## config.mk

```make
export PLATFORM = sky130hd
export DESIGN_NAME = ascii_to_hex
export DESIGN_NICKNAME = d
export VERILOG_FILES = /design/src/rtl/ascii_to_hex.sv
export SDC_FILE = /design/constraint.sdc
export NUM_CORES = 1
export LEC_CHECK = 0
export ABC_AREA = 1
export CORE_ASPECT_RATIO = 0.75
export CORE_MARGIN = 1.5
export CORE_UTILIZATION = 49
export DETAILED_ROUTE_END_ITERATION = 7
export PLACE_DENSITY = 0.75
export RECOVER_POWER = 50
export REMOVE_ABC_BUFFERS = 1
export SLEW_MARGIN = 15
export SYNTH_ARGS = -nofsm -noshare
export SYNTH_HDL_FRONTEND = slang
export SYNTH_SLANG_ARGS = --single-unit
```

## constraint.sdc

```tcl
create_clock -name Clk -period 2.65 [get_ports Clk]
set_input_delay 0.795 -clock Clk [delete_from_list [all_inputs] [get_ports Clk]]
set_output_delay 0.795 -clock Clk [all_outputs]
set_load 0.1 [all_outputs]
```

## src/rtl/ascii_to_hex.sv

```systemverilog
// rtl/ascii_to_hex.sv - decodes a line of ASCII hex digits into a right-aligned packed word
module ascii_to_hex #(
    parameter int NIBBLES = 8,
    parameter int CNT_W   = 4
) (
    input  logic                   Clk,
    input  logic                   Reset,
    input  logic                   En,
    input  logic [7:0]             ASCIIIn,
    input  logic                   ASCIIValid,
    input  logic                   HexAck,
    output logic [4*NIBBLES-1:0]   HexOut,
    output logic [CNT_W-1:0]       HexCount,
    output logic                   HexReady,
    output logic                   BadChar,
    output logic                   LenErr,
    output logic                   Overrun
);

    localparam int W = 4 * NIBBLES;

    typedef enum logic [1:0] {
        IDLE    = 2'd0,
        COLLECT = 2'd1,
        DISCARD = 2'd2,
        DONE    = 2'd3
    } state_t;

    state_t           state_q, state_d;
    logic [W-1:0]     acc_q, acc_d;
    logic [CNT_W-1:0] cnt_q, cnt_d;
    logic [W-1:0]     hex_out_q, hex_out_d;
    logic [CNT_W-1:0] hex_count_q, hex_count_d;
    logic             hex_ready_q, hex_ready_d;
    logic             bad_char_q, bad_char_d;
    logic             len_err_q, len_err_d;
    logic             overrun_q, overrun_d;

    logic             rx;
    logic             is_digit;
    logic             is_term;
    logic [3:0]       nibble;
    logic             start_line;

    // A character only counts when the block is enabled and the receiver strobes.
    assign rx = En & ASCIIValid;

    // Classify the incoming character and decode its nibble value.
    always_comb begin
        is_digit = 1'b0;
        is_term  = 1'b0;
        nibble   = 4'h0;
        if (ASCIIIn >= 8'h30 && ASCIIIn <= 8'h39) begin
            is_digit = 1'b1;
            nibble   = 4'(ASCIIIn - 8'h30);
        end else if (ASCIIIn >= 8'h41 && ASCIIIn <= 8'h46) begin
            is_digit = 1'b1;
            nibble   = 4'(ASCIIIn - 8'h37);
        end else if (ASCIIIn >= 8'h61 && ASCIIIn <= 8'h66) begin
            is_digit = 1'b1;
            nibble   = 4'(ASCIIIn - 8'h57);
        end else if (ASCIIIn == 8'h0D || ASCIIIn == 8'h0A) begin
            is_term  = 1'b1;
        end
    end

    // Next-state logic; an acknowledged DONE behaves exactly like IDLE for the same-cycle character.
    always_comb begin
        state_d     = state_q;
        acc_d       = acc_q;
        cnt_d       = cnt_q;
        hex_out_d   = hex_out_q;
        hex_count_d = hex_count_q;
        hex_ready_d = hex_ready_q;
        bad_char_d  = 1'b0;
        len_err_d   = 1'b0;
        overrun_d   = 1'b0;
        start_line  = 1'b0;

        case (state_q)
            IDLE: begin
                start_line = rx;
            end
            COLLECT: begin
                if (rx) begin
                    if (is_digit) begin
                        if (cnt_q < CNT_W'(NIBBLES)) begin
                            acc_d = (acc_q << 4) | {{(W-4){1'b0}}, nibble};
                            cnt_d = cnt_q + CNT_W'(1);
                        end else begin
                            len_err_d = 1'b1;
                            state_d   = DISCARD;
                        end
                    end else if (is_term) begin
                        hex_out_d   = acc_q;
                        hex_count_d = cnt_q;
                        hex_ready_d = 1'b1;
                        state_d     = DONE;
                    end else begin
                        bad_char_d = 1'b1;
                        state_d    = DISCARD;
                    end
                end
            end
            DISCARD: begin
                if (rx && is_term) begin
                    acc_d   = '0;
                    cnt_d   = '0;
                    state_d = IDLE;
                end
            end
            DONE: begin
                if (HexAck) begin
                    hex_ready_d = 1'b0;
                    state_d     = IDLE;
                    start_line  = rx;
                end else if (rx) begin
                    if (is_digit) begin
                        overrun_d = 1'b1;
                    end else if (!is_term) begin
                        bad_char_d = 1'b1;
                    end
                end
            end
            default: begin
                state_d = IDLE;
            end
        endcase

        if (start_line) begin
            if (is_digit) begin
                acc_d   = {{(W-4){1'b0}}, nibble};
                cnt_d   = CNT_W'(1);
                state_d = COLLECT;
            end else if (!is_term) begin
                bad_char_d = 1'b1;
            end
        end
    end

    // State and output registers; reset drops any partial word.
    always_ff @(posedge Clk or posedge Reset) begin
        if (Reset) begin
            state_q     <= IDLE;
            acc_q       <= '0;
            cnt_q       <= '0;
            hex_out_q   <= '0;
            hex_count_q <= '0;
            hex_ready_q <= 1'b0;
            bad_char_q  <= 1'b0;
            len_err_q   <= 1'b0;
            overrun_q   <= 1'b0;
        end else begin
            state_q     <= state_d;
            acc_q       <= acc_d;
            cnt_q       <= cnt_d;
            hex_out_q   <= hex_out_d;
            hex_count_q <= hex_count_d;
            hex_ready_q <= hex_ready_d;
            bad_char_q  <= bad_char_d;
            len_err_q   <= len_err_d;
            overrun_q   <= overrun_d;
        end
    end

    assign HexOut   = hex_out_q;
    assign HexCount = hex_count_q;
    assign HexReady = hex_ready_q;
    assign BadChar  = bad_char_q;
    assign LenErr   = len_err_q;
    assign Overrun  = overrun_q;

endmodule

```

# [Word-level counts from Yosys, hierarchy flattened]
# Index checks and enable logic that the tools add are counted.
[totals] input_bits=13 regBits=78 out_inout_bits=40
[classes] n_addsub=4 magnitude_cmp=7 n_reduce_logical=9 n_bitwise=3 n_eq_ne=9 muxes=56
[op_table] cell="$mux 32" count=6
[op_table] cell="$pmux 32 s2" count=1
[op_table] cell="$mux 4" count=9
[op_table] cell="$or 32x4->32" count=1
[op_table] cell="$mux 1" count=28
[op_table] cell="$eq 8x4->1 const B" count=2
[op_table] cell="$ge 8x7->1 const B" count=2
[op_table] cell="$le 8x7->1 const B" count=2
[op_table] cell="$mux 2" count=7
[op_table] cell="$ge 8x6->1 const B" count=1
[op_table] cell="$le 8x6->1 const B" count=1
[op_table] cell="$ne 2x2->1 const B" count=4
[op_table] cell="$pmux 4 s2" count=1
[op_table] cell="$sub 4x3->4 const B" count=2
[op_table] cell="$pmux 1 s2" count=3
[op_table] cell="$pmux 2 s3" count=1
[op_table] cell="$reduce_and 5->1" count=1
[op_table] cell="$add 4x1->4 const B" count=1
[op_table] cell="$eq 2x2->1 const B" count=2
[op_table] cell="$logic_and 1x1->1" count=4
[op_table] cell="$lt 4x4->1 const B" count=1
[op_table] cell="$reduce_and 4->1" count=1
[op_table] cell="$sub 4x1->4 const B" count=1
[op_table] cell="$eq 2x1->1 const B" count=1
[op_table] cell="5 further kinds" count=5

# [Depth between registers and ports, before layout]
[logic_depth] ltp_word=14 depth_mapped=14 ltp_nobuf=14

# [Worst setup path before layout]
# OpenSTA, ideal clock, no wires.
[synth_timing] kind="in2reg" start="input ASCIIIn[1]" end="register acc_q[0]" n_path_buf=1 setup_time_ns=0.121 cell_stages=12 path_slack_ns=0.608 arrival_time_ns=1.921 required_time_ns=2.529 cell_sequence="inv_1 -> ha_1 -> nand2_2 -> nand3_2 -> nand2_4 -> nand2_4 -> inv_2 -> nor2_4 -> inv_4 -> buf_4 -> a21oi_1 -> a21oi_1"
[synth_between] elab_chain_len=12 elab_cells_between_ends=31 classes_between="6 x order compare; 2 x eq/ne; 17 x mux; 1 x bitwise; 5 x reduce/logical"
[synth_rtl] item="start: declaration" line="9" text="input logic [7:0] ASCIIIn,"
[synth_rtl] item="$ge 8x7->1 / $le 8x7->1 (equally long branches)" line="59" text="end else if (ASCIIIn >= 8'h61 && ASCIIIn <= 8'h66) begin"
[synth_rtl] item="$logic_and 1x1->1" line="59"
[synth_rtl] item="$mux 4" line="59"
[synth_rtl] item="$mux 4" line="56" text="end else if (ASCIIIn >= 8'h41 && ASCIIIn <= 8'h46) begin"
[synth_rtl] item="$mux 4" line="53" text="if (ASCIIIn >= 8'h30 && ASCIIIn <= 8'h39) begin"
[synth_rtl] item="$or 32x4->32" line="88" text="acc_d = (acc_q << 4) | {{(W-4){1'b0}}, nibble};"
[synth_rtl] item="$mux 32" line="87" text="if (cnt_q < CNT_W'(NIBBLES)) begin"
[synth_rtl] item="$mux 32" line="86" text="if (is_digit) begin"
[synth_rtl] item="$mux 32" line="85" text="if (rx) begin"
[synth_rtl] item="$pmux 32 s2" line="80" text="case (state_q)"
[synth_rtl] item="$mux 32" line="131" text="if (is_digit) begin"
[synth_rtl] item="$mux 32 (*)" line="130" text="if (start_line) begin"
[synth_rtl] item="named net acc_d[0]" line="30" text="logic [W-1:0] acc_q, acc_d;"
[synth_rtl] item="end signal: assignment" line="145" text="acc_q <= '0;"
[synth_rtl] item="end signal: assignment" line="155" text="acc_q <= acc_d;"
[synth_rtl] item="end: declaration" line="30"
# The timed path passes the listed nets; every way through them passes the cells marked *.
# A chain may end at the register's enable or synchronous reset.

# [Final worst setup path]
[layout_timing] start="input ASCIIIn[0]" end="register acc_q[5]"
[layout_between] elab_chain_len=11 elab_cells_between_ends=26 classes_between="6 x order compare; 2 x eq/ne; 13 x mux; 5 x reduce/logical"
[layout_rtl] item="branches (longest 10 deep; another with $ge 8x7->1)"
[layout_rtl] item="$mux 32 (*)" line="130"
[layout_rtl] item="named net acc_d[5]" line="30"
# Mark *: on every way through the listed nets, which the timed path passes.

==> results.toml <==
[drt]
wirelength_met1_um = 4070
drt_iter0_markers = 209
firstDrtPassIters = 5
via_count = 3332
viasPerCell = 5.26
top_layer = "met4"
ant_nets = 0
met3_length_um = 485
met2_length_um = 4050
route.detailed.drc = 0
routedWlPerCell_um = 13.8
routed_wl_um = 8740

[run]
maxCapViolCount = 0

[logic_synthesis]
synth_top_family_by_area = "simple AND/OR/NAND/NOR gates"
synth.avg_cell_area_um2 = 8.25
synth.area.mux_share_pct = 0
synthSimpleGateAreaFrac_pct = 24.8
ys_types = 33
ys.flop_type = "dfrtp_1"
synth_top_cell_area_share_pct = 50.7
synth-xor-area-share_pct = 0.228
ys_top_cells_by_area = "dfrtp_1 (51%), nand2_1 (18%), a31oi_1 (4.9%)"
synth-edff-count = 0
ys_seq_area_share_pct = 50.7
yosys_warnings = 0
synth-compound-area-share_pct = 13.7
syn_area_um2 = 3850
netlist_instances = 466
ys_ff_latch = 78
synthAdderAreaFrac_pct = 3.25
async_flop_share_pct = 100
yosysTopAreaCell = "dfrtp_1"

[place]
place_congestion = 0.874
numPortBuffers = 52
post-dp-hpwl_um = 6030
placed_area_um2 = 4510

[clocking]
cts_repair_resize_count = 0
htreeDepth = 3
hold_buffers = 0
clk-insertion-delay-late_ps = 360
postCtsSetupBuffers = 0
cts_buffers = 9
cts.sinks = 78
clock_tree.root_cell = "clkbuf_8"
clkTransAtPathRegs_ps = 80
cts_tree = "built"
cts_buffer_depth = 2

[timing]
fmaxAchievable_mhz = 419
skew_ps = 10.5
relSlewSlack_pct = 22.8
final.min_clock_period_ps = 2390
tns_ps = 0
tightestPinTransition_ps = 1160
holdWs_ps = 477
finalCritPeriodShare_pct = 90.1
rsz0062_at_grt = "false"
drv_slew = 0
setup_viol = 0
hold_viol_final = 0

[final_layout]
diodes = 0
nFillCells = 691
syn2layout_area_growth_pct = 21.0
multi_input_area_um2 = 1610
design_area_um2 = 4650
drive_above_1_share_pct = 18.0
register_area_um2 = 1950
fin_nets = 550

[global_route]
grt_overflow = 0
grt_pass1_vias = 3148
track_usage_pct = 22.4
antenna_found_initial = 0
grt_pass1_wl_um = 14800
grt_max_degree = 79

[worst_setup_path]
r2r_slack_ps = 640
arrival_ps = 2670
worstSetupPathType = "in -> reg"
worstRegToRegCells = 9
worstPathMaxFanout = 6
cp-end-kind = "flop"
start_kind = "input pin"
required_ps = 2930

[power_and_ir_drop]
power.leakage_nw = 2.34
vdd_drop_max_v = 0.000397
powerDensity_nw_per_um2 = 709

[hold_path]
hold_depth = 2
holdCritPathClass = "reg -> reg"

[floorplan]
ioPinCount = 53
die_y_um = 79.7
initial_core_util_pct = 51.5
die_x_um = 105
rows = 27
die_area_um2 = 8400
core_area_um2 = 7470

[outcome]
status = "complete, no violations"
[flip-flops by register name (all words and copies together) (netlist names)]
name / cells
BadChar: 1
cnt_q: 4
LenErr: 1
state_q: 2
HexCount: 4
Overrun: 1
acc_q: 32
HexReady: 1
HexOut: 32
[area by class of cell]
class | instances | share of cell area [%]
tap | 101 | 2.72
clock inverter | 6 | 1.48
sequential | 78 | 41.9
inverter | 36 | 2.96
multi-input combinational | 328 | 34.6
clock buffer | 10 | 2.96
timing repair buffer | 74 | 13.3
[critical path: stages]
cell	delay [ps]
clkdlybuf4s50_1	530
inv_1	100
ha_1	220
nand3b_1	110
nand3_2	100
nand2_4	100
nand3_4	100
nor2_4	180
buf_4	170
o21ai_0	80
a31oi_1	170
[final timing paths]
check / start / end
setup / recovery: ASCIIIn[0] / acc_q[5]
hold / removal: HexOut[1] / HexOut[1]
setup reg to reg: state_q[0] / acc_q[0]
hold reg to reg: HexOut[1] / HexOut[1]
max in group asynchronous: Reset / HexOut[0]
min in group asynchronous: Reset / HexOut[27]
[cells in the mapped netlist, types with 2 or more instances]
cell type / instances
a21oi_1: 13
a31oi_1: 30
buf_2: 11
buf_4: 3
buf_6: 4
clkbuf_1: 6
dfrtp_1: 78
ha_1: 10
inv_1: 30
inv_2: 5
nand2_1: 188
nand2_2: 2
nand2_4: 2
nand3_1: 9
nand3_2: 2
nand4_1: 2
nor2_1: 7
nor2_4: 3
nor3_1: 4
o21ai_0: 37
o21ai_1: 8
[layer usage]
metal / vias up / GRT usage, %
met5: - / 0
met4: 0 / 7.12
met3: 10 / 5.71
met2: 106 / 35.6
met1: 1585 / 30.2
li1: 1631 / -
[cell usage in the layout, fill, tap and decap left out, types with 7 or more instances in the layout]
cell / instances
clkbuf_8: 10
a21oi_1: 13
o21ai_1: 8
buf_4: 34
clkdlybuf4s50_1: 11
inv_1: 29
clkbuf_2: 18
nor2_1: 7
nand3_1: 9
ha_1: 10
a31oi_1: 30
dfrtp_1: 78
o21ai_0: 37
buf_12: 7
nand2_1: 188
[stage by stage]
stage | total power [mW] | util (%) | setup slack [ps] | cells
4_1_cts | 3.32 | 63.2 | 266 | 633
5_1_grt | 3.47 | 62.3 | 66.7 | 633
3_3_place_gp | 2.36 | 60.4 | -40.2 | 617
3_5_place_dp | 2.40 | 60.4 | -101 | 617
6_report | 3.30 | 62.3 | 261 | 633
2_1_floorplan | 2.01 | - | -372 | 442
[logic make-up after synthesis]
logic type | count (synthesis)
adders and majority gates | 10
xor gates and xnor gates | 1
buffers and inverters | 60
AOI/OAI and AO/OA | 93
DFF | 78
and+or+nand+nor | 224
[power by group]
group / leakage [nW] / internal (mW) / switching (mW) / total (mW)
sequential: 1.08 / 1.32 / 0.117 / 1.43
combinational: 1.15 / 0.327 / 0.619 / 0.946
clock: 0.103 / 0.465 / 0.456 / 0.921
(Power assumes the default switching activity.)
